==> src/rtl/ofifo_pkg.sv <==
// =============================================================================
// Module      : ofifo_pkg
// Description : Shared defaults and pointer-width helper for the output FIFO.
// Revision    : 1.0 - initial release
// =============================================================================
`default_nettype none

package ofifo_pkg;

    localparam int COL         = 8;
    localparam int PSUM_BW     = 16;
    localparam int OFIFO_DEPTH = 16;

    // Extra MSB beyond the address bits distinguishes full from empty.
    function automatic int ptr_w(input int d);
        return $clog2(d) + 1;
    endfunction

endpackage

`default_nettype wire

==> src/rtl/ofifo_col.sv <==
// =============================================================================
// Module      : ofifo_col
// Description : One column queue of the output FIFO; circular buffer with a
//               registered read port.
// Revision    : 1.0 - initial release
// =============================================================================
`default_nettype none

module ofifo_col
    import ofifo_pkg::*;
#(
    parameter int psum_bw = PSUM_BW,
    parameter int depth   = OFIFO_DEPTH
) (
    input  logic               clk,
    input  logic               reset,
    input  logic               wr,
    input  logic               rd,
    input  logic [psum_bw-1:0] in,
    output logic [psum_bw-1:0] out,
    output logic               empty,
    output logic               full
);

    localparam int c_pw = ptr_w(depth);
    localparam int c_aw = c_pw - 1;

    logic [c_pw-1:0]    r_wr_ptr;
    logic [c_pw-1:0]    r_rd_ptr;
    logic [psum_bw-1:0] r_out;
    logic [psum_bw-1:0] r_mem [depth];

    logic w_pop;
    logic w_push;

    assign empty = (r_wr_ptr == r_rd_ptr);
    assign full  = (r_wr_ptr[c_aw] != r_rd_ptr[c_aw]) &&
                   (r_wr_ptr[c_aw-1:0] == r_rd_ptr[c_aw-1:0]);

    // A pop in the same cycle frees the slot a write to a full queue needs.
    assign w_pop  = rd && !empty;
    assign w_push = wr && (!full || w_pop);

    always_ff @(posedge clk or negedge reset) begin
        if (!reset) begin
            r_wr_ptr <= '0;
            r_rd_ptr <= '0;
            r_out    <= '0;
        end else begin
            if (w_push) begin
                r_wr_ptr <= r_wr_ptr + 1'b1;
            end
            if (w_pop) begin
                r_rd_ptr <= r_rd_ptr + 1'b1;
                r_out    <= r_mem[r_rd_ptr[c_aw-1:0]];
            end
        end
    end

    // Storage is deliberately left unreset; pointers alone define validity.
    always_ff @(posedge clk) begin
        if (w_push) begin
            r_mem[r_wr_ptr[c_aw-1:0]] <= in;
        end
    end

    assign out = r_out;

endmodule

`default_nettype wire

==> src/rtl/ofifo.sv <==
// =============================================================================
// Module      : ofifo
// Description : Output FIFO absorbing the skewed per-column psum stream of the
//               MAC array; pops a whole row at once.
//               Optional feature macro: OFIFO_DROP_CNT_EN (adds drop_cnt).
// Revision    : 1.0 - initial release
// =============================================================================
`default_nettype none

module ofifo
    import ofifo_pkg::*;
#(
    parameter int col     = COL,
    parameter int psum_bw = PSUM_BW,
    parameter int depth   = OFIFO_DEPTH
) (
    input  logic                   clk,
    input  logic                   reset,
    input  logic [psum_bw*col-1:0] in,
    input  logic [col-1:0]         wr,
    input  logic                   rd,
    output logic [psum_bw*col-1:0] out,
    output logic                   o_valid,
    output logic                   o_full,
    output logic                   o_ready
`ifdef OFIFO_DROP_CNT_EN
    ,
    output logic [15:0]            drop_cnt
`endif
);

    logic [col-1:0] w_empty;
    logic [col-1:0] w_full;
    logic           w_rd;

    assign o_valid = ~|w_empty;
    assign o_full  = |w_full;
    assign o_ready = ~o_full;

    // Rows pop only once every column has an entry.
    assign w_rd = rd & o_valid;

    for (genvar c = 0; c < col; c++) begin : g_col
        ofifo_col #(
            .psum_bw (psum_bw),
            .depth   (depth)
        ) u_col (
            .clk   (clk),
            .reset (reset),
            .wr    (wr[c]),
            .rd    (w_rd),
            .in    (in[psum_bw*c +: psum_bw]),
            .out   (out[psum_bw*c +: psum_bw]),
            .empty (w_empty[c]),
            .full  (w_full[c])
        );
    end

`ifdef OFIFO_DROP_CNT_EN
    logic [col-1:0] w_drop;
    logic [16:0]    w_drop_num;
    logic [16:0]    w_drop_sum;
    logic [15:0]    r_drop_cnt;

    assign w_drop = wr & w_full & ~{col{w_rd}};

    always_comb begin
        w_drop_num = '0;
        for (int c = 0; c < col; c++) begin
            w_drop_num = w_drop_num + 17'(w_drop[c]);
        end
    end

    assign w_drop_sum = {1'b0, r_drop_cnt} + w_drop_num;

    always_ff @(posedge clk or negedge reset) begin
        if (!reset) begin
            r_drop_cnt <= '0;
        end else begin
            r_drop_cnt <= w_drop_sum[16] ? 16'hFFFF : w_drop_sum[15:0];
        end
    end

    assign drop_cnt = r_drop_cnt;
`endif

endmodule

`default_nettype wire

==> config.mk <==
export PLATFORM = sky130hd
export DESIGN_NAME = ofifo
export DESIGN_NICKNAME = d
export VERILOG_FILES = /design/src/rtl/ofifo_pkg.sv /design/src/rtl/ofifo_col.sv /design/src/rtl/ofifo.sv
export SDC_FILE = /design/constraint.sdc
export NUM_CORES = 2
export LEC_CHECK = 0
export ABC_AREA = 1
export CAP_MARGIN = 20
export CORE_MARGIN = 2
export CORE_UTILIZATION = 50
export CTS_CLUSTER_DIAMETER = 60
export DETAILED_ROUTE_END_ITERATION = 8
export PLACE_DENSITY = 0.78
export REMOVE_ABC_BUFFERS = 1
export SKIP_CTS_REPAIR_TIMING = 1
export SLEW_MARGIN = 40
export SYNTH_ARGS = -nofsm -noshare
export SYNTH_HDL_FRONTEND = slang
export SYNTH_SLANG_ARGS = --single-unit
==> constraint.sdc <==
create_clock -name clk -period 2.66 [get_ports clk]
set_input_delay 0.798 -clock clk [delete_from_list [all_inputs] [get_ports clk]]
set_output_delay 0.798 -clock clk [all_outputs]
set_load 0.02 [all_outputs]
# Yosys cells after proc, flatten, opt, wreduce, memory -nomap -nowiden
# Memories as Yosys holds them, arrays and structs flattened. A register that Yosys moved wholly into a read port is not among the register bits.
# Cells that the tools add are included.
dict set report totals {
  reg_bits 80
  mem_bits_rw 2048
  in_bits 139
  out_inout_bits 131
  wordCells 141
  mem_count 8
}
dict set report classes {
  addsub 16
  n_eq_ne 24
  muxes 16
  bitwise 2
  n_reduce_logical 59
}
# memory depth word_bits read_ports rd_clocked_by_memory_dff wr line_no
set memory_table {}
lappend memory_table {{g_col[0].u_col.r_mem} 16 16 1 1 1 ofifo_col.sv:31} ;# logic [psum_bw-1:0] r_mem [depth];
lappend memory_table {{g_col[1].u_col.r_mem} 16 16 1 1 1 ofifo_col.sv:31}
lappend memory_table {{g_col[2].u_col.r_mem} 16 16 1 1 1 ofifo_col.sv:31}
lappend memory_table {{g_col[3].u_col.r_mem} 16 16 1 1 1 ofifo_col.sv:31}
lappend memory_table {{g_col[4].u_col.r_mem} 16 16 1 1 1 ofifo_col.sv:31}
lappend memory_table {{g_col[5].u_col.r_mem} 16 16 1 1 1 ofifo_col.sv:31}
lappend memory_table {{2 more memories} - - - - - -}
# cell n
set op_table {}
lappend op_table {{$add 5x1->5 const B} 16}
lappend op_table {{$eq 5x5->1} 8}
lappend op_table {{$eq 4x4->1} 8}
lappend op_table {{$logic_not 1->1} 25}
lappend op_table {{$logic_and 1x1->1} 24}
lappend op_table {{$mux 1} 16}
lappend op_table {{$reduce_or 8->1} 2}
lappend op_table {{$logic_or 1x1->1} 8}
lappend op_table {{$ne 1x1->1} 8}
lappend op_table {{$and 1x1->1} 1}
lappend op_table {{$not 1->1} 1}

# Logic depth before layout (Yosys ltp)
dict set report depth {
  depth_word 9
  ltp_mapped 15
  depth_no_buf 12
}

# Modules after synthesis
# Synthesis repeated with hierarchy kept, for this count alone.
dict set report hier_totals {
  cells_unflattened 10271
  area_unflattened_um2 100530.2
}
# mod n_inst cells_per_inst area_each_um2
set by_module_without_submodules {}
lappend by_module_without_submodules {{ofifo_col at g_col[1].u_col ...} 5 1282 12554.5}
lappend by_module_without_submodules {{ofifo_col at g_col[6].u_col} 1 1282 12572.1}
lappend by_module_without_submodules {{ofifo_col at g_col[0].u_col} 1 1282 12560.8}
lappend by_module_without_submodules {{ofifo_col at g_col[7].u_col} 1 1282 12559.5}
lappend by_module_without_submodules {ofifo 1 15 65.1}

# Worst setup path after synthesis
# No wires, ideal clock.
dict set report synth_path {
  kind {reg-to-reg}
  from {register g_col[3].u_col.r_wr_ptr[0]}
  to {memory g_col[4].u_col.r_mem[0][0] (netlist name), enable pin}
  arrival_time_ns 2.227
  required_time_ns 2.271
  slack_ns 0.045
  path_stages_with_launch 14
  path_buffers 2
  synth_period_minus_slack_ns 2.615
  path_cell_list {dfrtp_1 -> inv_1 -> nand2_1 -> nand2_1 -> nor2_1 -> nand3_1 -> nand2_1 -> nor2_1 -> nand3_2 -> buf_6 -> nand2_4 -> nand2_2 -> buf_6 -> nor2_1}
}
dict set report synth_between {
  elab_chain_len 9
}
# element line_no
set synth_lines {}
lappend synth_lines {{start: declaration} ofifo_col.sv:28} ;# logic [c_pw-1:0] r_wr_ptr;
lappend synth_lines {{start signal: assignment} ofifo_col.sv:51} ;# r_wr_ptr <= r_wr_ptr + 1'b1;
lappend synth_lines {{$eq 5x5->1} ofifo_col.sv:36} ;# assign empty = (r_wr_ptr == r_rd_ptr);
lappend synth_lines {{$reduce_or 8->1} ofifo.sv:36} ;# assign o_valid = ~|w_empty;
lappend synth_lines {{$logic_not 1->1} ofifo.sv:36}
lappend synth_lines {{$and 1x1->1} ofifo.sv:41} ;# assign w_rd = rd & o_valid;
lappend synth_lines {{$logic_and 1x1->1} ofifo_col.sv:41} ;# assign w_pop = rd && !empty;
lappend synth_lines {{$logic_or 1x1->1} ofifo_col.sv:42} ;# assign w_push = wr && (!full || w_pop);
lappend synth_lines {{$logic_and 1x1->1} ofifo_col.sv:42}
lappend synth_lines {{$mux 1} ofifo_col.sv:62} ;# if (w_push) begin
lappend synth_lines {{$mux 1 (implied by the code)} ofifo_col.sv:63} ;# r_mem[r_wr_ptr[c_aw-1:0]] <= in;
lappend synth_lines {{end: declaration} ofifo_col.sv:31}
# Every way passes these cells.

# Worst setup path in the final report
dict set report layout_path {
  from {register g_col[3].u_col.r_rd_ptr[0]}
  to {output port o_full}
}
dict set report layout_between {
  elab_chain_len 3
}
# element line_no
set layout_lines {}
lappend layout_lines {{start: declaration} ofifo_col.sv:29} ;# logic [c_pw-1:0] r_rd_ptr;
lappend layout_lines {{start signal: assignment} ofifo_col.sv:54} ;# r_rd_ptr <= r_rd_ptr + 1'b1;
lappend layout_lines {{$eq 4x4->1} ofifo_col.sv:38} ;# (r_wr_ptr[c_aw-1:0] == r_rd_ptr[c_aw-1:0]);
lappend layout_lines {{$logic_and 1x1->1} ofifo_col.sv:37} ;# assign full = (r_wr_ptr[c_aw] != r_rd_ptr[c_aw]) &&
lappend layout_lines {{$reduce_or 8->1} ofifo.sv:37} ;# assign o_full = |w_full;
lappend layout_lines {{end: declaration} ofifo.sv:24} ;# output logic o_full,
# Every way passes these cells.

==> impl_metrics.ini <==
[status]
status = finished with violations
violations = setup timing

[routing]
firstDrtPassIters = 6
dr_total_vias = 59566
routed_wl_mm = 225
drtAntennaViolNets = 0
routedWlPerCell_um = 22.2
drt_iter0_markers = 7819
vias_per_cell = 5.89
drc_errors = 0

[sta]
period_needed_ns = 3.38
fin_tns_setup_ns = -98.76
skew_ns = 0.0637
period_share_pct = 127
tightest_slew_ns = 0.849
slew_headroom_pct = 43.4
rsz0062_at_grt = true
finalWorstSetupSlack_ns = -0.719
slew_violations = 0
setup_violations = 1484
final_hold_viol_count = 0
fmaxAchievable_ghz = 0.296

[pwr]
power_mw = 119
peakVddDrop_uv = 948
p_per_area_nw_per_um2 = 1130
leakagePower_nw = 36.4

[logic_synthesis]
yosysWarnings = 0
synth_xor_area_share_pct = 0.550
yosys.area.top_type = edfxtp_1
yosysTopAreaCellShare_pct = 68.9
yosys.area_share.simple_pct = 11.4
synth_compound_area_share_pct = 10.2
synthTopCellsByArea = edfxtp_1, dfrtp_1, o21ai_0
synth_edf_count = 2048
synth-main-ff-cell = edfxtp_1
yosysMostFrequentCell = edfxtp_1
yosysUniqueCellTypes = 25
synth-seq-cells = 2256
synth_top_family_by_area = simple AND/OR/NAND/NOR gates
ys_seq_area_share_pct = 74.8
synthTopCellsByCount = edfxtp_1, nor2_1, o21ai_0
async_reset_ff_share_pct = 9.22
synthCells = 7030
synthMuxAreaShare_pct = 0
avgSynthCellArea_um2 = 12.7
synthAdderAreaFrac_pct = 0.561
synth_area_um2 = 89200

[setup_path]
cp_data_required_time_ns = 1.86
path_class = register to output port
end_kind = output port
cp.arrival_ns = 2.58
critPathLaunchType = register
path_max_fanout = 4
r2r_cells = 15

[clock_network]
insertion_delay_ns = 0.90
cts_sinks = 2256
cts_made_buffers = 224
clock-root-buffer = clkbuf_16
cts_tree = built
cts.clk_slew.worst_paths_ns = 0.06
clock_path_buffers = 3
cts_htree_levels = 4

[cells_and_area]
fin_nets = 7713
finalNonFillerCells = 10107
drive_gt1_share_pct = 12.2
multiInputGateArea_um2 = 20800
synthToLayoutAreaGrowth_pct = 18.5
seq_area_um2 = 66700
n_fill_cell = 13082

[floorplan]
dieHeight_um = 426
rows = 155
die_w_um = 426
start_util_pct = 50.2
pin_count = 270
fp.coreArea_um2 = 178000
dieArea_um2 = 182000

[global_routing]
grt_max_degree = 130
grt_first_pass_wirelength_mm = 340
antenna_found_initial = 21
grt_pass1_vias = 58654
grt_overflow_total = 0
grt_use_total_pct = 24.1

[placed_design]
dpl.cell_count = 9642
gp_congestion = 0.868
io_buffers = 269
dpl.hpwl_mm = 136

[flow_run]
max_cap_violations = 0

[min_path]
min_path_type = input pin to async pin
## layer usage
metal  part of all wire (%)  track usage [%]  vias to the layer above
met5                  0.018                0                        -
met4                    3.9             10.5                        6
met3                    8.6             3.85                      514
met2                     49             39.3                     3221
met1                     38             32.1                    29145
li1                       -                -                    26680
## stage by stage
stage | cell area [um^2] | worst slack (ns) | hold slack (ns) | util, %
after floorplan | 87300 | -5.70 | 0.502 | -
after global placement | 97100 | -0.382 | 0.461 | 54.6
after detailed placement | 97200 | -0.507 | 0.464 | 54.6
after CTS | 105000 | -1.33 | -0.187 | 58.9
after global routing | 106000 | -0.805 | 0.465 | 59.5
final | 106000 | -0.719 | 0.466 | 59.5
## cell type report
type	instances	share of cell area [%]
diodes	18	0.0426
well taps	2355	2.79
inverters	94	0.355
flip-flops and latches	2256	63.1
repair buffers	721	6.86
multi-input cells	4237	19.7
clock inverters	120	1.31
clock buffers	306	5.83
## kinds of logic after synthesis
kind of cell | after synthesis
AO/OA/AOI/OAI | 1554
XOR/XNOR | 56
adder cells (fa/ha/maj) | 40
buffers and inverters | 538
flip-flops | 2256
AND/OR/NAND/NOR | 2586
## worst max-delay path: stages, from the launching register on
cell     delay (ns)
dfrtp_4        0.51
inv_4          0.07
nand2_2        0.05
nand2_2        0.07
nor2_2         0.05
nand2_1        0.07
nor2_2         0.05
inv_2          0.08
nand4_1        0.16
nor3_1         0.21
buf_4          0.20
inv_2          0.05
buf_6          0.12
## state kept, by name (all words and copies together), names as in the netlist
| signal | cells |
|---|---|
| g_col.u_col.r_wr_ptr | 40 |
| g_col.u_col.r_rd_ptr | 40 |
| g_col.u_col.out | 128 |
| g_col.u_col.r_mem | 2048 |
## path summary, 6_finish.rpt
| kind | end | slack, ns | from |
|---|---|---|---|
| hold / removal | g_col[0].u_col.out[9] | 0.47 | reset |
| max in group asynchronous | g_col[6].u_col.r_rd_ptr[0] | 1.38 | reset |
| min in group clk | g_col[1].u_col.out[7] | 0.48 | g_col[1].u_col.out[7] |
| hold reg to reg | g_col[1].u_col.out[7] | 0.48 | g_col[1].u_col.out[7] |
| setup / recovery | o_full | -0.72 | g_col[3].u_col.r_rd_ptr[0] |
| setup reg to reg | g_col[3].u_col.r_mem[4][9] | -0.20 | g_col[3].u_col.r_rd_ptr[0] |
## layout by cell type (no fill, tap or decap), types with 17 or more instances in the layout
cell type	instances
clkbuf_1	57
buf_12	68
ha_1	40
nand3_1	327
o22ai_1	256
clkbuf_8	28
clkdlybuf4s50_1	263
buf_4	326
clkbuf_16	230
o21ai_0	1040
inv_1	65
edfxtp_1	2048
clkinv_1	35
o221ai_1	256
nand2_1	984
bufinv_16	17
buf_6	48
diode_2	18
nor2_4	49
clkinv_2	42
xor2_1	40
nor2_2	36
dfrtp_1	197
nor2_1	1157
## power breakdown
part	leakage, nW	internal (mW)	switching, mW	total, mW
sequential	21.1	43.1	1.60	44.7
combinational	11.7	13.7	29.2	42.9
clock	3.67	18.1	13.7	31.8
Power figures use the tool's default switching activity.
